$ cat config.mk
export PLATFORM = sky130hd
export DESIGN_NAME = gcd_job_sequencer
export DESIGN_NICKNAME = d
export VERILOG_FILES = /design/src/rtl/gcd_job_sequencer.sv
export SDC_FILE = /design/constraint.sdc
export NUM_CORES = 1
export LEC_CHECK = 0
export ABC_CLOCK_PERIOD_IN_PS = 8900
export BUFFER_PORTS_ARGS = -buffer_cell sky130_fd_sc_hd__buf_4
export CAP_MARGIN = 10
export CORE_MARGIN = 3
export CORE_UTILIZATION = 50
export CTS_CLUSTER_SIZE = 20
export DETAILED_ROUTE_END_ITERATION = 10
export PLACE_DENSITY = 0.71
export SETUP_SLACK_MARGIN = 0.4
export SLEW_MARGIN = 20
export SYNTH_ARGS = -nofsm -noshare
export SYNTH_HDL_FRONTEND = slang
export SYNTH_SLANG_ARGS = --single-unit
$ cat constraint.sdc
create_clock -name clk -period 8.9 [get_ports clk]
set_input_delay 1.78 -clock clk [delete_from_list [all_inputs] [get_ports clk]]
set_output_delay 1.78 -clock clk [all_outputs]
set_load 0.02 [all_outputs]
$ cat src/rtl/gcd_job_sequencer.sv
// Operand-pair FIFO and dispatcher for the GCD custom-instruction engine.
// Optional WAIT-state timeout is built in when GCD_SEQ_TIMEOUT_EN is defined.
module gcd_job_sequencer #(
  parameter int unsigned WIDTH   = 32,
  parameter int unsigned DEPTH   = 4,
  parameter int unsigned TIMEOUT = 1024
) (
  input  logic             clk,
  input  logic             rst,
  input  logic             in_valid,
  output logic             in_ready,
  input  logic [WIDTH-1:0] in_a,
  input  logic [WIDTH-1:0] in_b,
  output logic             out_valid,
  input  logic             out_ready,
  output logic [WIDTH-1:0] out_result,
  output logic             out_bypass,
  output logic             out_error,
  output logic             ci_clk_en,
  output logic             ci_start,
  output logic [WIDTH-1:0] ci_dataa,
  output logic [WIDTH-1:0] ci_datab,
  input  logic             ci_done,
  input  logic [WIDTH-1:0] ci_result,
  output logic             busy,
  output logic [15:0]      jobs_done
);

  localparam int unsigned AW = $clog2(DEPTH);
  localparam logic [AW:0] FullCount = (AW + 1)'(DEPTH);

  if (DEPTH < 2 || (DEPTH & (DEPTH - 1)) != 0 || TIMEOUT < 1) begin : g_param_check
    $error("gcd_job_sequencer: DEPTH must be a power of two >= 2, TIMEOUT >= 1");
  end

  typedef enum logic [1:0] {StIdle, StLaunch, StWait, StHold} state_e;

  state_e           state_q, state_d;
  logic [WIDTH-1:0] fifo_a [DEPTH];
  logic [WIDTH-1:0] fifo_b [DEPTH];
  logic [AW-1:0]    wr_ptr_q, rd_ptr_q;
  logic [AW:0]      count_q;
  logic             push, pop, empty;
  logic [WIDTH-1:0] head_a, head_b;
  logic [WIDTH-1:0] dataa_q, dataa_d, datab_q, datab_d, result_q, result_d;
  logic             bypass_q, bypass_d, error_q, error_d;
  logic [15:0]      jobs_q, jobs_d;
  logic             timeout_hit;

  assign in_ready = (count_q != FullCount);
  assign empty    = (count_q == '0);
  assign push     = in_valid & in_ready;
  assign head_a   = fifo_a[rd_ptr_q];
  assign head_b   = fifo_b[rd_ptr_q];

  // Storage needs no reset; occupancy is tracked by the pointers and count.
  always_ff @(posedge clk) begin
    if (push) begin
      fifo_a[wr_ptr_q] <= in_a;
      fifo_b[wr_ptr_q] <= in_b;
    end
  end

  always_ff @(posedge clk or negedge rst) begin
    if (!rst) begin
      wr_ptr_q <= '0;
      rd_ptr_q <= '0;
      count_q  <= '0;
    end else begin
      if (push) wr_ptr_q <= wr_ptr_q + AW'(1);
      if (pop)  rd_ptr_q <= rd_ptr_q + AW'(1);
      case ({push, pop})
        2'b10:   count_q <= count_q + (AW + 1)'(1);
        2'b01:   count_q <= count_q - (AW + 1)'(1);
        default: count_q <= count_q;
      endcase
    end
  end

`ifdef GCD_SEQ_TIMEOUT_EN
  localparam int unsigned TW = $clog2(TIMEOUT + 1);
  localparam logic [TW-1:0] TimeoutLast = TW'(TIMEOUT - 1);
  logic [TW-1:0] tcnt_q;

  // Holds the number of cycles elapsed since LAUNCH.
  always_ff @(posedge clk or negedge rst) begin
    if (!rst) begin
      tcnt_q <= '0;
    end else if (state_q == StLaunch || state_q == StWait) begin
      tcnt_q <= tcnt_q + TW'(1);
    end else begin
      tcnt_q <= '0;
    end
  end

  assign timeout_hit = (state_q == StWait) && (tcnt_q == TimeoutLast);
`else
  assign timeout_hit = 1'b0;
`endif

  always_comb begin
    state_d  = state_q;
    pop      = 1'b0;
    dataa_d  = dataa_q;
    datab_d  = datab_q;
    result_d = result_q;
    bypass_d = bypass_q;
    error_d  = error_q;
    jobs_d   = jobs_q;
    unique case (state_q)
      StIdle: begin
        if (!empty) begin
          pop     = 1'b1;
          dataa_d = head_a;
          datab_d = head_b;
          if (head_a == '0 || head_b == '0) begin
            result_d = head_a | head_b;
            bypass_d = 1'b1;
            error_d  = 1'b0;
            state_d  = StHold;
          end else begin
            state_d = StLaunch;
          end
        end
      end
      StLaunch: state_d = StWait;
      StWait: begin
        if (ci_done) begin
          result_d = ci_result;
          bypass_d = 1'b0;
          error_d  = 1'b0;
          state_d  = StHold;
        end else if (timeout_hit) begin
          result_d = '0;
          bypass_d = 1'b0;
          error_d  = 1'b1;
          state_d  = StHold;
        end
      end
      StHold: begin
        if (out_ready) begin
          jobs_d  = jobs_q + 16'd1;
          state_d = StIdle;
        end
      end
      default: state_d = StIdle;
    endcase
  end

  always_ff @(posedge clk or negedge rst) begin
    if (!rst) begin
      state_q  <= StIdle;
      dataa_q  <= '0;
      datab_q  <= '0;
      result_q <= '0;
      bypass_q <= 1'b0;
      error_q  <= 1'b0;
      jobs_q   <= '0;
    end else begin
      state_q  <= state_d;
      dataa_q  <= dataa_d;
      datab_q  <= datab_d;
      result_q <= result_d;
      bypass_q <= bypass_d;
      error_q  <= error_d;
      jobs_q   <= jobs_d;
    end
  end

  assign ci_clk_en  = rst;
  assign ci_start   = (state_q == StLaunch);
  assign ci_dataa   = dataa_q;
  assign ci_datab   = datab_q;
  assign out_valid  = (state_q == StHold);
  assign out_result = result_q;
  assign out_bypass = bypass_q;
  assign out_error  = error_q;
  assign busy       = (state_q != StIdle) || !empty;
  assign jobs_done  = jobs_q;

endmodule

# --- Word-level counts from Yosys, hierarchy flattened ---
# Memories as Yosys holds them, arrays and structs flattened.
# Index checks and enable logic that the tools add are counted.
word_totals:
  mem_count: 2
  reg_bits: 123
  ramBits: 256
  in_bits: 101
  elab_cells: 65
  out_inout_bits: 119
op_classes:
  addsub: 5
  n_reduce_logical: 14
  muxes: 21
  bitwise: 3
  n_eq_ne: 10
memory_table:
  columns: ["memory", "depth", "width", "rd", "rd_clocked_by_memory_dff", "write_ports", "line", "text"]
  rows:
  - ["fifo_a", 4, 32, 1, 0, 1, "39", "logic [WIDTH-1:0] fifo_a [DEPTH];"]
  - ["fifo_b", 4, 32, 1, 0, 1, "40", "logic [WIDTH-1:0] fifo_b [DEPTH];"]
op_table:
  columns: ["op", "n"]
  rows:
  - ["$mux W32", 3]
  - ["$logic_not A32 Y1", 2]
  - ["$pmux W32 S2", 1]
  - ["$or A32 B32 Y32", 1]
  - ["$add A16 B1 Y16 const B", 1]
  - ["$mux W1", 9]
  - ["$mux W2", 4]
  - ["$pmux W2 S4", 1]
  - ["$eq A2 B2 Y1 const B", 3]
  - ["$ne A2 B2 Y1 const B", 3]
  - ["$pmux W3 S2", 1]
  - ["$reduce_bool A2 Y1", 3]
  - ["$add A2 B1 Y2 const B", 2]
  - ["$eq A2 B1 Y1 const B", 2]
  - ["$pmux W1 S2", 2]
  - ["$reduce_and A2 Y1", 2]
  - ["$reduce_and A4 Y1", 1]
  - ["$add A3 B1 Y3 const B", 1]
  - ["$logic_not A3 Y1", 1]
  - ["$ne A3 B3 Y1 const B", 1]
  - ["$reduce_and A3 Y1", 1]
  - ["$sub A3 B1 Y3 const B", 1]
  - ["$logic_not A2 Y1", 1]
  - ["$logic_or A1 B1 Y1", 2]
  - ["4 further kinds", 4]

# --- Logic depth before layout (Yosys ltp) ---
# An unclocked memory read counts as a cell.
depth:
  depth_word: 6
  mapped_depth: 11
  mapped_depth_nobuf: 10

# --- Worst setup path after synthesis ---
# No wires, ideal clock.
synth_path:
  path_kind: "input to register"
  start: "input in_valid"
  end: "memory fifo_a[0][0], enable pin"
  n_path_buf: 0
  path_stages: 1
  setup_ns: 0.429
  required_ns: 8.471
  arrival_ns: 3.335
  slack_ns: 5.136
  cell_sequence: "and3_1"
synth_via:
  elab_chain_len: 3
synth_lines:
  columns: ["item", "line", "text"]
  rows:
  - ["from (decl)", "10", "input logic in_valid,"]
  - ["$and A1 B1 Y1", "52", "assign push = in_valid & in_ready;"]
  - ["$mux W1", "58", "if (push) begin"]
  - ["$mux W1 (not written as such)", "59", "fifo_a[wr_ptr_q] <= in_a;"]
  - ["to (decl)", "39", null]
# Every way passes these cells.

# --- Worst setup path in the final report ---
layout_path:
  start: "input rst"
  end: "output ci_clk_en"
layout_lines:
  columns: ["item", "line", "text"]
  rows:
  - ["from (decl)", "9", "input logic rst,"]
  - ["to (decl)", "19", "output logic ci_clk_en,"]
# No word-level cell between the ends.

==> impl_results.md <==
- Outcome: finished clean
- # port buffers: 218
- Pwr per Cell Area: 390.9 nW/um2
- Pins over their slew limit: 0
- Commonest non-fill, non-tap cells in the layout: edfxtp_1, buf_4, dfrtp_1, nand2_1, mux2_2
- Antenna Nets Post-Route: 0
- Min cycle time layout: 4.384 ns
- Synthesized area: 14770 um2
- H-tree levels: 2
- Starting DRC count in detailed routing: 760
- Fillers: 2054
- Core ar.: 28940 um2
- Fin crit share: 49.26%
- Row count: 62
- DIE AREA: 31640 um2
- # hold bufs at CTS: 0
- Post-CTS resize count: 0
- Initial antenna violation count: 2
- FF+latch count, synth: 378
- Area Growth Syn to Fin: 22.48%
- WP data arrival: 2.60 ns
- Slowest stage delay, CP: 0.50 ns
- Sequential cell area: 10750 um2
- Buffer levels on the longest clock path: 3
- Most common cell after layout, fill and taps aside: edfxtp_1
- CTS Buf Count: 39
- Hpwl dp: 23490 um
- Critical path's top delay family: buffers and inverters
- Synthesized instance count: 785
- Number of buffers and inverters on the critical path: 2
- Mean post-synth cell area: 18.81 um2
- Number of setup buffers added after CTS: 0
- FMAX: 228.1 MHz
- Max VDD drop: 215.2 uV
- Final nets: 1134
- Crit path max-delay cell type: buf_6
- Die H: 177.9 um
- Initial Util: 51.04%
- Crit path cell chain: buf_6, buf_4
- Setup Skew: 0.01340 ns
- Setup_tns: 0 ns
- Min-delay worst type: reg2reg
- GP Congestion: 0.7682
- Final Hold Violating Endpoints: 0
- Sequential cell area fraction in the yosys report: 72.72%
- Worst-skew pair later-pin latency: 0.51 ns
- CP required: 7.12 ns
- Drt wl/cell: 24.56 um
- Worst slew margin: 31.35%
- Total gr overflow: 0
- Worst-path clk slew: 0.06 ns
- Total wire length: 35220 um
- Synth Net Count: 898
- CTS tree: built
- Setup CP Type: in2out
- Final Hold Slack: 0.4832 ns
- Leak: 6.948 nW
- Max-cap viol count: 0
- Multi-input gate area: 3814 um2
- Chip Width: 177.9 um
- Synth warnings: 0
- Number of global-route vias before repair: 8322
- Share of cells above drive strength 1: 42.99%
- DRC errors left: 0
- Gr usage total: 22.63%
- Clock Sinks: 378
- Largest net degree at the start of global routing: 79
- Num ports: 220
- DRT Pass-1 Iters: 5
- Startpoint Class: primary input
- Crit. End Element: output port
- Via density per instance: 5.615
- Number of library cell types mapped by synthesis: 34
- Slew @ Worst Pin: 1.030 ns
- CTS root buffer: clkbuf_16
- Critical Path Fanout Max: 78
- Via count: 8052
- RSZ-0062 raised after global routing: no
- Global-route wire length before repair: 52650 um
- Endpoints failing setup: 0
-- cells by family after synthesis --
family,Yosys count,synth area share [%]
buffers and inverters,43,1.542
adder cells (fa/ha/maj),12,1.067
other,1,0.02539
AND/OR/NAND/NOR,125,3.821
flip-flops,378,72.72
XOR/XNOR,21,1.245
AO/OA/AOI/OAI,43,1.593
multiplexers,162,17.99
-- final timing paths --
check / start / endpoint / cells past startpoint / slack [ns]
min in group asynchronous: rst / out_result[8] / 1 / 1.26
min: jobs_done[15] / jobs_done[15] / 1 / 0.48
max: rst / ci_clk_en / 2 / 4.52
max in group asynchronous: rst / out_result[12] / 2 / 6.53
max reg2reg: rd_ptr_q[0] / out_result[14] / 7 / 4.56
min reg2reg: jobs_done[15] / jobs_done[15] / 1 / 0.48
-- flip-flops by register name, indices dropped and copies added, names as in the netlist --
register	cells
out_bypass	1
rd_ptr_q	2
fifo_b	128
ci_dataa	32
fifo_a	128
count_q	3
out_result	32
wr_ptr_q	2
state_q	2
ci_datab	32
jobs_done	16
-- cells in the mapped netlist --
cell type,n,share of area [%]
nor4_1,16,0.68
mux2_4,30,3.0
nor2_1,7,0.18
mux2_1,2,0.15
nand2_1,76,1.9
conb_1,1,0.025
o22ai_1,1,0.042
o211ai_1,1,0.051
mux2_2,65,5.0
and3_1,7,0.30
and2_1,3,0.13
nor3_1,1,0.034
xnor2_1,14,0.83
o22a_1,1,0.059
edfxtp_1,256,52
buf_2,2,0.068
inv_1,10,0.25
o21ai_1,1,0.034
nand4_1,7,0.30
xor2_1,7,0.42
mux2i_1,1,0.068
buf_1,7,0.18
clkbuf_1,14,0.36
nor2b_1,1,0.042
dfrtp_1,122,21
nand3_1,7,0.24
fa_1,1,0.14
buf_6,7,0.53
buf_4,3,0.15
a21oi_1,1,0.034
ha_1,11,0.93
a211o_4,1,0.12
mux4_2,64,9.8
o21ai_0,37,1.3
-- power breakdown --
| group | internal (W) | switching (W) | leakage [nW] |
|---|---|---|---|
| Combinational | 0.00125 | 0.00147 | 2.54 |
| Clock | 0.000988 | 0.000641 | 0.629 |
| Sequential | 0.00242 | 0.000300 | 3.78 |
| Total | 0.00466 | 0.00241 | 6.95 |
-- layer usage --
| metal | global-route usage (%) | routed length [um] | up-vias |
|---|---|---|---|
| met5 | 0 | 11 | - |
| met4 | 5.857 | 703 | 2 |
| met3 | 4.921 | 2500 | 54 |
| met2 | 35.33 | 16990 | 309 |
| met1 | 32.84 | 15020 | 4167 |
| li1 | - | - | 3520 |
-- layout make-up --
type	count	share of cell area, %
tap	384	2.656
sequential	378	59.40
inverter	10	0.2075
multi-input combinational	364	21.08
timing repair buffer	228	9.483
clock buffer	51	6.101
clock inverter	18	1.051
antenna	1	0.01383
-- per-stage QoR --
step / total power (W) / utilization [%] / std cells / instance area (um2) / setup WS (ns)
final: 0.007072 / 62.51 / 1434 / 18090 / 4.516
after floorplan: 0.004467 / - / 785 / 14770 / 5.136
after detailed placement: 0.005507 / 58.03 / 1364 / 16790 / 4.440
after global routing: 0.007421 / 62.51 / 1434 / 18090 / 4.191
after global placement: 0.005453 / 58.03 / 1364 / 16790 / 4.428
after CTS: 0.007150 / 62.51 / 1433 / 18090 / 4.423
(Power assumes the default switching activity.)
